### src/rtl/nws_pkg.sv
// Shared types and constants for the neuron_core Wishbone sequencer:
// FSM state encoding, register offsets and default timeout.
package nws_pkg;

    typedef enum logic [1:0] {
        ST_IDLE = 2'd0,
        ST_EVT  = 2'd1,
        ST_TICK = 2'd2,
        ST_READ = 2'd3
    } nws_state_e;

    localparam logic [31:0] REG_AXON_OFS = 32'h0000_0000;
    localparam logic [31:0] REG_TICK_OFS = 32'h0000_0004;
    localparam logic [31:0] REG_OUT_OFS  = 32'h0000_0008;

    localparam logic [31:0] TICK_WORD = 32'h0000_0001;

    localparam int DEFAULT_TIMEOUT_CYCLES = 16;

    function automatic logic [31:0] reg_addr(input logic [31:0] base, input logic [31:0] ofs);
        return base + ofs;
    endfunction

endpackage

### src/rtl/nws_event_fifo.sv
// Synchronous first-word-fall-through FIFO for spike events.
// head_o shows the oldest entry whenever empty_o is low; a full FIFO refuses pushes.
module nws_event_fifo #(
    parameter int DEPTH = 8,
    parameter int WIDTH = 8
) (
    input  logic                     clk,
    input  logic                     rst,
    input  logic                     push_i,
    input  logic [WIDTH-1:0]         push_data_i,
    input  logic                     pop_i,
    output logic [WIDTH-1:0]         head_o,
    output logic                     full_o,
    output logic                     empty_o,
    output logic [$clog2(DEPTH):0]   count_o
);

    localparam int AW = $clog2(DEPTH);

    logic [WIDTH-1:0] r_mem [DEPTH];
    logic [AW:0]      r_wr_ptr;
    logic [AW:0]      r_rd_ptr;
    logic             w_push;
    logic             w_pop;

    // Pointers carry one extra wrap bit so full and empty are distinguishable.
    assign full_o  = (r_wr_ptr[AW] != r_rd_ptr[AW]) &&
                     (r_wr_ptr[AW-1:0] == r_rd_ptr[AW-1:0]);
    assign empty_o = (r_wr_ptr == r_rd_ptr);
    assign count_o = r_wr_ptr - r_rd_ptr;
    assign head_o  = r_mem[r_rd_ptr[AW-1:0]];

    assign w_push = push_i && !full_o;
    assign w_pop  = pop_i && !empty_o;

    always_ff @(posedge clk) begin
        if (w_push) begin
            r_mem[r_wr_ptr[AW-1:0]] <= push_data_i;
        end
    end

    always_ff @(posedge clk or posedge rst) begin
        if (rst) begin
            r_wr_ptr <= '0;
            r_rd_ptr <= '0;
        end else begin
            if (w_push) begin
                r_wr_ptr <= r_wr_ptr + 1'b1;
            end
            if (w_pop) begin
                r_rd_ptr <= r_rd_ptr + 1'b1;
            end
        end
    end

endmodule

### src/rtl/neuron_wb_sequencer.sv
// Buffers spike events and, per time-step tick, drives neuron_core over Wishbone:
// AXON writes for queued events, a TICK write, then an OUT read. Optional ack timeout: NWS_TIMEOUT_EN.
module neuron_wb_sequencer
    import nws_pkg::*;
#(
    parameter int          FIFO_DEPTH     = 8,
    parameter logic [31:0] BASE_ADDR      = 32'h3000_0000,
    parameter int          TIMEOUT_CYCLES = DEFAULT_TIMEOUT_CYCLES
) (
    input  logic        clk,
    input  logic        rst,
    input  logic        evt_valid_i,
    input  logic [7:0]  evt_axon_i,
    output logic        evt_ready_o,
    input  logic        tick_i,
    output logic        busy_o,
    output logic        out_valid_o,
    output logic [31:0] out_data_o,
    output logic        err_o,
    output logic        wbm_cyc_o,
    output logic        wbm_stb_o,
    output logic        wbm_we_o,
    output logic [31:0] wbm_adr_o,
    output logic [31:0] wbm_dat_o,
    output logic [3:0]  wbm_sel_o,
    input  logic        wbm_ack_i,
    input  logic [31:0] wbm_dat_i
);

    localparam int          CW       = $clog2(FIFO_DEPTH) + 1;
    localparam logic [31:0] ADR_AXON = reg_addr(BASE_ADDR, REG_AXON_OFS);
    localparam logic [31:0] ADR_TICK = reg_addr(BASE_ADDR, REG_TICK_OFS);
    localparam logic [31:0] ADR_OUT  = reg_addr(BASE_ADDR, REG_OUT_OFS);

    // Marker scope that elaborates only for unsupported parameter values.
    generate
        if (FIFO_DEPTH < 2 || (FIFO_DEPTH & (FIFO_DEPTH - 1)) != 0 || TIMEOUT_CYCLES < 1) begin : g_param_illegal
        end
    endgenerate

    nws_state_e     r_state;
    logic [CW-1:0]  r_drain_cnt;
    logic           r_pending;
    logic           r_cyc;
    logic           r_we;
    logic [31:0]    r_adr;
    logic [31:0]    r_dat;
    logic           r_out_valid;
    logic [31:0]    r_out_data;

    logic           w_full;
    logic           w_empty;
    logic [7:0]     w_head;
    logic [CW-1:0]  w_count;
    logic           w_push;
    logic           w_pop;
    logic           w_start;
    logic           w_timeout;

    assign w_push  = evt_valid_i && !w_full;
    assign w_pop   = (r_state == ST_EVT) && r_cyc && wbm_ack_i && !w_timeout;
    assign w_start = tick_i || r_pending;

    nws_event_fifo #(
        .DEPTH (FIFO_DEPTH),
        .WIDTH (8)
    ) u_fifo (
        .clk         (clk),
        .rst         (rst),
        .push_i      (w_push),
        .push_data_i (evt_axon_i),
        .pop_i       (w_pop),
        .head_o      (w_head),
        .full_o      (w_full),
        .empty_o     (w_empty),
        .count_o     (w_count)
    );

`ifdef NWS_TIMEOUT_EN
    localparam int TW = $clog2(TIMEOUT_CYCLES + 1);

    logic [TW-1:0] r_to_cnt;
    logic          r_err;

    // Counts cycles the current strobe has gone unanswered.
    assign w_timeout = r_cyc && !wbm_ack_i && (r_to_cnt == TW'(TIMEOUT_CYCLES - 1));

    always_ff @(posedge clk or posedge rst) begin
        if (rst) begin
            r_to_cnt <= '0;
            r_err    <= 1'b0;
        end else begin
            if (r_cyc && !wbm_ack_i && !w_timeout) begin
                r_to_cnt <= r_to_cnt + 1'b1;
            end else begin
                r_to_cnt <= '0;
            end
            if (w_timeout) begin
                r_err <= 1'b1;
            end
        end
    end

    assign err_o = r_err;
`else
    assign w_timeout = 1'b0;
    assign err_o     = 1'b0;
`endif

    always_ff @(posedge clk or posedge rst) begin
        if (rst) begin
            r_state     <= ST_IDLE;
            r_drain_cnt <= '0;
            r_pending   <= 1'b0;
            r_cyc       <= 1'b0;
            r_we        <= 1'b0;
            r_adr       <= '0;
            r_dat       <= '0;
            r_out_valid <= 1'b0;
            r_out_data  <= '0;
        end else begin
            r_out_valid <= 1'b0;
            if (tick_i && r_state != ST_IDLE) begin
                r_pending <= 1'b1;
            end

            if (w_timeout) begin
                r_cyc       <= 1'b0;
                r_drain_cnt <= '0;
                r_state     <= ST_IDLE;
            end else begin
                // Within a busy state, r_cyc low means the next transaction is due.
                case (r_state)
                    ST_IDLE: begin
                        if (w_start) begin
                            r_pending   <= 1'b0;
                            r_drain_cnt <= w_count;
                            r_cyc       <= 1'b1;
                            r_we        <= 1'b1;
                            if (w_count != '0) begin
                                r_state <= ST_EVT;
                                r_adr   <= ADR_AXON;
                                r_dat   <= {24'h0, w_head};
                            end else begin
                                r_state <= ST_TICK;
                                r_adr   <= ADR_TICK;
                                r_dat   <= TICK_WORD;
                            end
                        end
                    end
                    ST_EVT: begin
                        if (!r_cyc) begin
                            if (!w_empty) begin
                                r_cyc <= 1'b1;
                                r_we  <= 1'b1;
                                r_adr <= ADR_AXON;
                                r_dat <= {24'h0, w_head};
                            end
                        end else if (wbm_ack_i) begin
                            r_cyc       <= 1'b0;
                            r_drain_cnt <= r_drain_cnt - 1'b1;
                            if (r_drain_cnt == CW'(1)) begin
                                r_state <= ST_TICK;
                            end
                        end
                    end
                    ST_TICK: begin
                        if (!r_cyc) begin
                            r_cyc <= 1'b1;
                            r_we  <= 1'b1;
                            r_adr <= ADR_TICK;
                            r_dat <= TICK_WORD;
                        end else if (wbm_ack_i) begin
                            r_cyc   <= 1'b0;
                            r_state <= ST_READ;
                        end
                    end
                    ST_READ: begin
                        if (!r_cyc) begin
                            r_cyc <= 1'b1;
                            r_we  <= 1'b0;
                            r_adr <= ADR_OUT;
                            r_dat <= '0;
                        end else if (wbm_ack_i) begin
                            r_cyc       <= 1'b0;
                            r_out_data  <= wbm_dat_i;
                            r_out_valid <= 1'b1;
                            r_state     <= ST_IDLE;
                        end
                    end
                    default: begin
                        r_cyc   <= 1'b0;
                        r_state <= ST_IDLE;
                    end
                endcase
            end
        end
    end

    assign evt_ready_o = !w_full;
    assign busy_o      = (r_state != ST_IDLE);
    assign out_valid_o = r_out_valid;
    assign out_data_o  = r_out_data;
    assign wbm_cyc_o   = r_cyc;
    assign wbm_stb_o   = r_cyc;
    assign wbm_we_o    = r_we;
    assign wbm_adr_o   = r_adr;
    assign wbm_dat_o   = r_dat;
    assign wbm_sel_o   = 4'hF;

endmodule
### config.mk
export PLATFORM = sky130hd
export DESIGN_NAME = neuron_wb_sequencer
export DESIGN_NICKNAME = d
export VERILOG_FILES = /design/src/rtl/nws_pkg.sv /design/src/rtl/nws_event_fifo.sv /design/src/rtl/neuron_wb_sequencer.sv
export SDC_FILE = /design/constraint.sdc
export NUM_CORES = 1
export LEC_CHECK = 0
export BUFFER_PORTS_ARGS = -buffer_cell sky130_fd_sc_hd__buf_2
export CAP_MARGIN = 20
export CORE_MARGIN = 5
export CORE_UTILIZATION = 40
export DETAILED_ROUTE_END_ITERATION = 8
export SKIP_CTS_REPAIR_TIMING = 1
export SYNTH_ARGS = -nofsm -noshare
export SYNTH_HDL_FRONTEND = slang
export SYNTH_SLANG_ARGS = --single-unit
export TNS_END_PERCENT = 10
### constraint.sdc
create_clock -name clk -period 3.7 [get_ports clk]
set_input_delay 0.555 -clock clk [delete_from_list [all_inputs] [get_ports clk]]
set_output_delay 0.555 -clock clk [all_outputs]
set_load 0.02 [all_outputs]
==> results of run 1 <==
## worst paths after layout
check                                          startpoint                      endpoint  slack (ps)  depth (start not counted)
max reg2reg                u_fifo.r_rd_ptr[1]$_DFFE_PP0P_  u_fifo.r_mem[6][1]$_DFFE_PP_        1130                          7
max                        u_fifo.r_rd_ptr[1]$_DFFE_PP0P_  u_fifo.r_mem[6][1]$_DFFE_PP_        1130                          7
min in group clk                             wbm_dat_i[3]     out_data_o[3]$_DFFE_PP0P_         390                          2
max in group asynchronous                             rst      wbm_adr_o[2]$_DFFE_PP0P_        2580                          3
min                                                   rst    out_data_o[18]$_DFFE_PP0P_         310                          2
min reg2reg                      wbm_dat_o[5]$_DFFE_PP0P_      wbm_dat_o[5]$_DFFE_PP0P_         470                          2
## flip-flops by register name (all words and copies together), names as in the netlist, 2 cells and up
name and cells:
out_data_o 32, u_fifo.r_wr_ptr 4, r_state 2, r_drain_cnt 4
wbm_adr_o 3, wbm_dat_o 8, u_fifo.r_mem 64, u_fifo.r_rd_ptr 4
## through the flow
step,worst slack [ps],cell area [um2],hold WS (ps)
after CTS,1074,6671,323.2
after floorplan,890.8,5837,461.1
final,1127,6671,305.6
after global routing,905.7,6671,367.0
after global placement,1208,6071,459.4
after detailed placement,1107,6071,467.2
## worst max-delay path: stages (launching register included)
cell and delay [ps]:
dfrtp_1 320, buf_4 270, inv_1 150, ha_1 360, nand4b_1 110, and2_1 270, nand2_1 150, nor2_1 570
## per-layer routing
layer	vias up	routed length [um]
li1	1491	-
met1	1512	4805
met2	123	5047
met3	7	1009
met4	0	72
met5	-	0
## area by class of cell
type                    count  area share, %
multi-input cells         231          27.19
clock buffers              26          7.802
well taps                 180          3.376
flip-flops and latches    125          51.69
clock inverters             6          1.200
inverters                  16         0.9002
repair buffers            101          7.839
## cells by family (layout without fill, tap and decap cells)
group	Yosys count	after routing	synth area share (%)
AND/OR/NAND/NOR	51	51	4.267
XOR/XNOR	8	8	1.244
flip-flops	125	125	61.24
AO/OA/AOI/OAI	41	41	4.712
adder cells (fa/ha/maj)	13	13	3.022
buffers and inverters	89	149	10.20
multiplexers	61	61	15.18
other	2	57	0.1334
## cell usage in the layout (no fill, tap or decap), types with 3 or more instances in the layout
cell type and n:
nor2_1 10, clkbuf_16 18, nand4_1 3, mux2_2 33, o21ai_1 3, o31ai_1 8, nor3_1 4, mux2i_1 10
a21oi_1 8, nand2b_1 4, inv_1 14, buf_2 94, dfrtp_1 61, o21ai_0 9, clkinv_2 4, clkbuf_8 4
nand2_1 22, clkbuf_1 4, conb_1 57, buf_4 7, mux4_2 16, ha_1 12, edfxtp_1 64, xnor2_1 6
## power by group through the flow
stage / sequential (mW) / clock (mW) / combinational, mW
6_report: 2.13 / 1.64 / 2.33
5_1_grt: 2.19 / 1.75 / 2.57
4_1_cts: 2.14 / 1.68 / 2.36
3_5_place_dp: 2.16 / 0 / 2.35
3_3_place_gp: 2.15 / 0 / 2.31
2_1_floorplan: 2.40 / 0 / 1.50
==> flow_metrics.env, run 1 <==
export IMPL_start_kind="register"
export IMPL_nFillCells=1190
export IMPL_syn_avg_cell_area_um2=14.44
export IMPL_drtAntennaViolNets=0
export IMPL_synth_edf_count=64
export IMPL_syn_area_um2=5630
export IMPL_combPwrFrac_pct=38.1
export IMPL_vias=3133
export IMPL_period_needed_ps=2573
export IMPL_fin_nets=550
export IMPL_finalMaxSlewViolations=0
export IMPL_worst_endpoint_arrival_ps=2610
export IMPL_report_final_hold_viol_count=0
export IMPL_met3_usage_pct=4.898
export IMPL_clk_latency_ps=400
export IMPL_post_route_period_util_pct=69.54
export IMPL_seqPwrFrac_pct=35.0
export IMPL_worstHoldPathType="input pin to asynchronous set/reset pin"
export IMPL_top_usage_layer="met2"
export IMPL_dp_cells=653
export IMPL_fp_dieArea_um2=16550
export IMPL_switchingPower_mw=2.138
export IMPL_synthFlopType="edfxtp_1"
export IMPL_yosys_warnings=0
export IMPL_finClkSkew_ps=8.350
export IMPL_ys_seq_elements=125
export IMPL_syn2layout_area_growth_pct=18.49
export IMPL_htree_levels=4
export IMPL_drc=0
export IMPL_instances_no_fill=685
export IMPL_vias_per_cell=4.574
export IMPL_synthDominantCellAreaShare_pct=34.13
export IMPL_rsz0062_at_grt="no"
export IMPL_slew_headroom_pct=47.25
export IMPL_grt_met2_usage_pct=20.03
export IMPL_die_y_um=128.6
export IMPL_async_reset_ff_share_pct=48.80
export IMPL_outcome="complete, no violations"
export IMPL_start_util_pct=40.72
export IMPL_cts_max_path_buffers=2
export IMPL_ys_seq_area_share_pct=61.24
export IMPL_grt_pass1_wl_um=16730
export IMPL_tightest_slew_ps=790.0
export IMPL_regArea_um2=3448
export IMPL_drt_iter0_markers=139
export IMPL_grt_ovfl_total=0
export IMPL_synth_area_leaders="edfxtp_1 (34%), dfrtp_1 (27%), buf_4 (8.1%)"
export IMPL_cts_clk_slew_worst_paths_ps=50
export IMPL_yosys_cell_count_top_type="edfxtp_1"
export IMPL_core_rowCount=43
export IMPL_wirelength_um=10930
export IMPL_coreArea_um2=13830
export IMPL_met1_usage_pct=17.97
export IMPL_crit_fanout=19
export IMPL_endpoint_kind="register"
export IMPL_antenna_cells=0
export IMPL_cts_tree="built"
export IMPL_syn_instance_count=390
export IMPL_io_buffers=94
export IMPL_fin_setup_tns_ps=0
export IMPL_gp_congestion=0.7702
export IMPL_ios=152
export IMPL_drive_gt1_share_pct=36.04
export IMPL_numCtsBuffers=17
export IMPL_routedWlPerCell_um=15.96
export IMPL_die_x_um=128.6
export IMPL_powerDensity_nw_per_um2=914.4
export IMPL_cts_root_buf="clkbuf_16"
export IMPL_ir_worst_vdd_v=0.0003782
export IMPL_setup_viol=0
export IMPL_antenna_found_initial=0
export IMPL_cts_sinks=125
export IMPL_grt_pass1_vias=3096
export IMPL_final_core_util_pct=48.25
export IMPL_synth_cell_types=47
export IMPL_power_internal_mw=3.962
export IMPL_synth_commonest_cells="edfxtp_1 (64), buf_4 (61), dfrtp_1 (61)"
export IMPL_fmax_ghz=0.3886
export IMPL_p_clk_share_pct=26.9
export IMPL_p_sw_share_pct=35.05
export IMPL_yosys_area_top_type="edfxtp_1"
export IMPL_hpwl_um=8150
export IMPL_totalPowerFinal_mw=6.101
export IMPL_grt_util_all_layers_pct=13.24
export IMPL_cap_violations=0
export IMPL_p_leak_nw=2.907
export IMPL_dr_pass1_iters=4
export IMPL_grt_max_degree=39
export IMPL_multi_input_area_um2=1814
export IMPL_cp_required_ps=3730
export IMPL_path_class="register to register"
(Power assumes the default switching activity.)
==> run 2, diff against run 1 <==
--- a/config.mk
+++ b/config.mk
@@ -10,6 +10,7 @@
 export CORE_MARGIN = 5
 export CORE_UTILIZATION = 40
 export DETAILED_ROUTE_END_ITERATION = 8
+export PLACE_DENSITY = 0.66
 export SKIP_CTS_REPAIR_TIMING = 1
 export SYNTH_ARGS = -nofsm -noshare
 export SYNTH_HDL_FRONTEND = slang
==> constraint.sdc (replaced) <==
create_clock -name clk -period 2.2 [get_ports clk]
set_input_delay 0.33 -clock clk [delete_from_list [all_inputs] [get_ports clk]]
set_output_delay 0.33 -clock clk [all_outputs]
set_load 0.02 [all_outputs]
==> flow_metrics.env, run 2 (synthesized netlist as in run 1, its figures left out) <==
export IMPL_cts_root_buf="clkbuf_16"
export IMPL_clk_latency_ps=420
export IMPL_crit_slowest_cell="dfrtp_1"
export IMPL_drive_gt1_share_pct=40.16
export IMPL_whs_ps=151.1
export IMPL_gp_congestion=0.8324
export IMPL_outcome="complete, no violations"
export IMPL_wirelength_um=11220
export IMPL_fmax_ghz=0.4779
export IMPL_drtAntennaViolNets=0
export IMPL_worst_endpoint_arrival_ps=2380
export IMPL_tightest_slew_ps=521.2
export IMPL_start_kind="register"
export IMPL_drt_iter0_markers=132
export IMPL_grt_pass1_wl_um=17340
export IMPL_routedWlPerCell_um=16.19
export IMPL_ios=152
export IMPL_grt_pass1_vias=3193
export IMPL_io_buffers=94
export IMPL_critPathMaxStageDelay_ps=380
export IMPL_die_x_um=128.6
export IMPL_setup_viol=0
export IMPL_grt_ovfl_total=0
export IMPL_crit_path_frequent_cell="inv_1"
export IMPL_dp_cells=660
export IMPL_grt_max_degree=62
export IMPL_slew_headroom_pct=65.02
export IMPL_grt_util_all_layers_pct=14.04
export IMPL_hpwl_um=8177
export IMPL_mostFrequentLayoutCells="buf_2 (94), edfxtp_1 (64), dfrtp_1 (61), conb_1 (57), mux2_2 (33)"
export IMPL_powerDensity_nw_per_um2=1563
export IMPL_worstHoldPathType="input pin to register"
export IMPL_cts_tree="built"
export IMPL_largest_register_ffs=64
export IMPL_die_y_um=128.6
export IMPL_fin_nets=558
export IMPL_rsz0062_at_grt="yes"
export IMPL_numCtsBuffers=17
export IMPL_path_class="register to register"
export IMPL_nFillCells=1152
export IMPL_final_core_util_pct=50.00
export IMPL_finClkSkew_ps=8.269
export IMPL_dr_pass1_iters=4
export IMPL_vias_per_cell=4.608
export IMPL_cp_required_ps=2490
export IMPL_drc=0
export IMPL_vias=3193
export IMPL_fin_setup_tns_ps=0
export IMPL_cts_max_path_buffers=2
export IMPL_cts_sinks=125
export IMPL_instances_no_fill=693
export IMPL_totalPowerFinal_mw=10.81
export IMPL_start_util_pct=40.72
export IMPL_endpoint_kind="register"
export IMPL_final_common_cell="buf_2"
export IMPL_path_cells="inv_1, ha_1, inv_1, fa_1, xor2_1, nor3_2, a21bo_1, o21ai_0, mux2_1"
export IMPL_fp_dieArea_um2=16550
export IMPL_finalMaxSlewViolations=0
export IMPL_antenna_cells=0
export IMPL_post_route_period_util_pct=95.11
export IMPL_syn2layout_area_growth_pct=22.80
export IMPL_cts_clk_slew_worst_paths_ps=60
export IMPL_crit_fanout=3
export IMPL_htree_levels=4
export IMPL_antenna_found_initial=0
export IMPL_report_final_hold_viol_count=0
export IMPL_core_rowCount=43
export IMPL_ir_worst_vdd_v=0.0006106
export IMPL_period_needed_ps=2092
export IMPL_cap_violations=0
export IMPL_p_leak_nw=2.985
export IMPL_coreArea_um2=13830
run 2: cell types whose count changed in the layout (fill, tap and decap cells not counted), sizes merged:
cell,change
buf,+7
bufinv,+2
clkbuf,-9
clkinvlp,+2
dlygate4sd3,+1
inv,+5
run 2: final timing paths:
check	start	end	slack (ps)	cells past startpoint
max	u_fifo.r_wr_ptr[0]$_DFFE_PP0P_	wbm_adr_o[2]$_DFFE_PP0P_	110	9
min	wbm_dat_i[17]	out_data_o[17]$_DFFE_PP0P_	150	2
max reg2reg	u_fifo.r_wr_ptr[0]$_DFFE_PP0P_	wbm_adr_o[2]$_DFFE_PP0P_	110	9
min reg2reg	wbm_dat_o[6]$_DFFE_PP0P_	wbm_dat_o[6]$_DFFE_PP0P_	480	2
max in group asynchronous	rst	r_drain_cnt[0]$_DFFE_PP0P_	1410	4
min in group asynchronous	rst	wbm_dat_o[7]$_DFFE_PP0P_	540	4
run 2: final cells by class:
type	instances	area (um2)	area share (%)
timing repair buffer	109	623.1	9.012
clock buffer	17	425.4	6.153
inverter	16	62.56	0.9048
tap	180	225.2	3.257
clock inverter	15	209.0	3.022
multi-input combinational	231	1921	27.78
sequential	125	3448	49.87
run 2: per-layer routing:
layer / up-vias / global-route usage, % / wire [um]
met5: - / 0 / 0
met2: 123 / 21.40 / 5277
met4: 0 / 4.941 / 148
met1: 1540 / 18.46 / 4842
met3: 13 / 5.355 / 952
li1: 1517 / - / -
run 2: worst max-delay path, delay by kind of cell (launching register included):
family                   cells  cell delay (ps)
AO/OA/AOI/OAI                2              310
flip-flops                   1              380
multiplexers                 1              300
adder cells (fa/ha/maj)      2              540
buffers and inverters        2              150
AND/OR/NAND/NOR              1               70
XOR/XNOR                     1              220
run 2: power breakdown:
part	total [mW]	switching, mW	internal (mW)
combinational	4.26	2.49	1.77
sequential	3.59	0.385	3.21
clock	2.95	1.04	1.91
total	10.8	3.92	6.89
run 2: per-stage QoR:
stage,setup WS [ps],cell area [um2]
2_1_floorplan,0.1863,5958
3_3_place_gp,148.5,6264
3_5_place_dp,65.74,6264
4_1_cts,52.48,6898
5_1_grt,-30.77,6914
6_report,107.6,6914
==> run 3, diff against run 2 <==
--- a/config.mk
+++ b/config.mk
@@ -14,5 +14,6 @@
 export SKIP_CTS_REPAIR_TIMING = 1
 export SYNTH_ARGS = -nofsm -noshare
 export SYNTH_HDL_FRONTEND = slang
+export SYNTH_HIERARCHICAL = 1
 export SYNTH_SLANG_ARGS = --single-unit
 export TNS_END_PERCENT = 10
==> flow_metrics.env, run 3 <==
export IMPL_clk_latency_ps=410
export IMPL_die_x_um=130.5
export IMPL_final_common_cell="buf_2"
export IMPL_powerDensity_nw_per_um2=1581
export IMPL_finClkSkew_ps=8.885
export IMPL_start_kind="register"
export IMPL_setup_viol=0
export IMPL_synthFlopType="edfxtp_1"
export IMPL_hpwl_um=8660
export IMPL_r2r_start="u_fifo/r_wr_ptr[2]$_DFFE_PP0P_"
export IMPL_worstHoldStart="wbm_dat_i[1]"
export IMPL_drc=0
export IMPL_worst_endpoint_arrival_ps=1720
export IMPL_vias=3370
export IMPL_outcome="complete, no violations"
export IMPL_numCtsBuffers=17
export IMPL_wirelength_um=11700
export IMPL_totalPowerFinal_mw=11.27
export IMPL_gp_congestion=0.8156
export IMPL_report_final_hold_viol_count=0
export IMPL_rr_worst_depth=7
export IMPL_p_clk_share_pct=24.5
export IMPL_rsz0062_at_grt="no"
export IMPL_yosys_cell_count_top_type="edfxtp_1"
export IMPL_post_route_period_util_pct=93.37
export IMPL_grt_pass1_wl_um=17810
export IMPL_fp_dieArea_um2=17020
export IMPL_p_sw_share_pct=37.14
export IMPL_grt_max_degree=34
export IMPL_p_leak_nw=3.132
export IMPL_seqPwrFrac_pct=31.9
export IMPL_endpoint_kind="output port"
export IMPL_finalMaxSlewViolations=0
export IMPL_synth_area_leaders="edfxtp_1 (33%), dfrtp_1 (26%), buf_4 (7.6%)"
export IMPL_power_internal_mw=7.083
export IMPL_crit_fanout=5
export IMPL_ys_seq_area_share_pct=59.40
export IMPL_combPwrFrac_pct=43.5
export IMPL_switchingPower_mw=4.185
export IMPL_period_needed_ps=2054
export IMPL_syn_instance_count=408
export IMPL_cap_violations=0
export IMPL_cts_max_path_buffers=2
export IMPL_fmax_ghz=0.4868
export IMPL_start_util_pct=40.40
export IMPL_cts_clk_slew_worst_paths_ps=50
export IMPL_cts_tree="built"
export IMPL_drt_iter0_markers=162
export IMPL_worstHoldPathType="input pin to register"
export IMPL_yosys_warnings=6
export IMPL_async_reset_ff_share_pct=48.80
export IMPL_synthDominantCellAreaShare_pct=33.10
export IMPL_synth_edf_count=64
export IMPL_htree_levels=4
export IMPL_ys_seq_elements=125
export IMPL_whs_ps=153.3
export IMPL_grt_ovfl_total=0
export IMPL_ios=152
export IMPL_path_class="register to output port"
export IMPL_cts_root_buf="clkbuf_16"
export IMPL_yosys_area_top_type="edfxtp_1"
export IMPL_largest_register_ffs=64
export IMPL_fin_nets=591
export IMPL_antenna_found_initial=0
export IMPL_core_rowCount=44
export IMPL_drtAntennaViolNets=0
export IMPL_mostFrequentLayoutCells="buf_2 (94), edfxtp_1 (64), dfrtp_1 (61), conb_1 (57), mux2_2 (34)"
export IMPL_syn_avg_cell_area_um2=14.23
export IMPL_cts_sinks=125
export IMPL_grt_util_all_layers_pct=14.01
export IMPL_die_y_um=130.5
export IMPL_syn_area_um2=5806
export IMPL_worstHoldPathCells=2
export IMPL_cp_required_ps=1870
export IMPL_io_buffers=94
export IMPL_dr_pass1_iters=4
export IMPL_r2r_setup_slack_ps=180
export IMPL_antenna_cells=0
export IMPL_reg2reg_to="u_fifo/r_mem[0][2]$_DFFE_PP_"
export IMPL_grt_pass1_vias=3476
export IMPL_coreArea_um2=14370
export IMPL_drive_gt1_share_pct=41.80
export IMPL_routedWlPerCell_um=16.10
export IMPL_fin_setup_tns_ps=0
export IMPL_vias_per_cell=4.635
export IMPL_ir_worst_vdd_v=0.0009643
export IMPL_synth_cell_types=50
export IMPL_synth_commonest_cells="edfxtp_1 (64), dfrtp_1 (61), buf_4 (59)"
export IMPL_whs_endpoint="out_data_o[1]$_DFFE_PP0P_"
export IMPL_syn2layout_area_growth_pct=22.76
-- run 3: kinds of logic (layout without fill, tap and decap cells) --
group                    after synthesis  in the layout  share of synthesized area, %
buffers and inverters                 91            171                         10.39
AO/OA/AOI/OAI                         32             32                         4.483
AND/OR/NAND/NOR                       77             77                         6.487
flip-flops                           125            125                         59.40
other                                  2             57                        0.1294
multiplexers                          55             55                         13.90
adder cells (fa/ha/maj)               16             16                         3.578
XOR/XNOR                              10             10                         1.638
-- run 3: worst max-delay path, cell delays in order, from the launching register on --
cell and delay, ps:
dfrtp_1 350, inv_2 40, ha_1 390, nand3_4 160, nor2_4 150, inv_1 60, buf_2 150
-- run 3: worst max path at each step --
| stage | startpoint | to | slack [ps] |
|---|---|---|---|
| after floorplan | u_fifo/r_wr_ptr[0]$_DFFE_PP0P_ | wbm_dat_o[4]$_DFFE_PP0P_ | -10 |
| after global routing | u_fifo/r_rd_ptr[1]$_DFFE_PP0P_ | wbm_dat_o[5]$_DFFE_PP0P_ | 40 |
| after CTS | u_fifo/r_wr_ptr[0]$_DFFE_PP0P_ | wbm_dat_o[1]$_DFFE_PP0P_ | 40 |
| after global placement | u_fifo/r_wr_ptr[0]$_DFFE_PP0P_ | wbm_dat_o[4]$_DFFE_PP0P_ | 130 |
| final | u_fifo/r_rd_ptr[2]$_DFFE_PP0P_ | evt_ready_o | 150 |
| after detailed placement | u_fifo/r_wr_ptr[0]$_DFFE_PP0P_ | wbm_dat_o[1]$_DFFE_PP0P_ | 40 |
-- run 3: power by group through the flow --
stage / clock network [mW] / registers, mW / logic [mW]
after floorplan: 0 / 4.10 / 3.14
after global placement: 0 / 3.61 / 4.74
after detailed placement: 0 / 3.65 / 4.87
after CTS: 2.82 / 3.61 / 4.88
after global routing: 2.92 / 3.68 / 5.41
final: 2.76 / 3.60 / 4.91
-- run 3: area by class of cell --
type / count / area (um2)
inverter: 20 / 75.07
timing repair buffer: 119 / 685.7
multi-input combinational: 247 / 2091
sequential: 125 / 3448
clock buffer: 18 / 429.2
tap: 184 / 230.2
fill: 1234 / 7242
clock inverter: 14 / 167.7
-- run 3: through the flow --
stage	instances	util, %	worst slack, ps	instance area [um2]
finish	727	49.60	145.8	7127
floorplan	463	-	-11.50	6146
CTS	725	49.35	39.34	7091
detailed placement	693	45.19	38.44	6494
global placement	693	45.19	131.0	6494
global route	727	49.60	40.72	7127
-- run 3: metal layers --
metal / GRT usage (%) / wire length (um) / vias up
met4: 5.142 / 155 / 0
met5: 0 / 0 / -
met3: 4.106 / 989 / 15
met1: 15.62 / 4543 / 1652
met2: 25.41 / 6015 / 124
li1: - / - / 1579
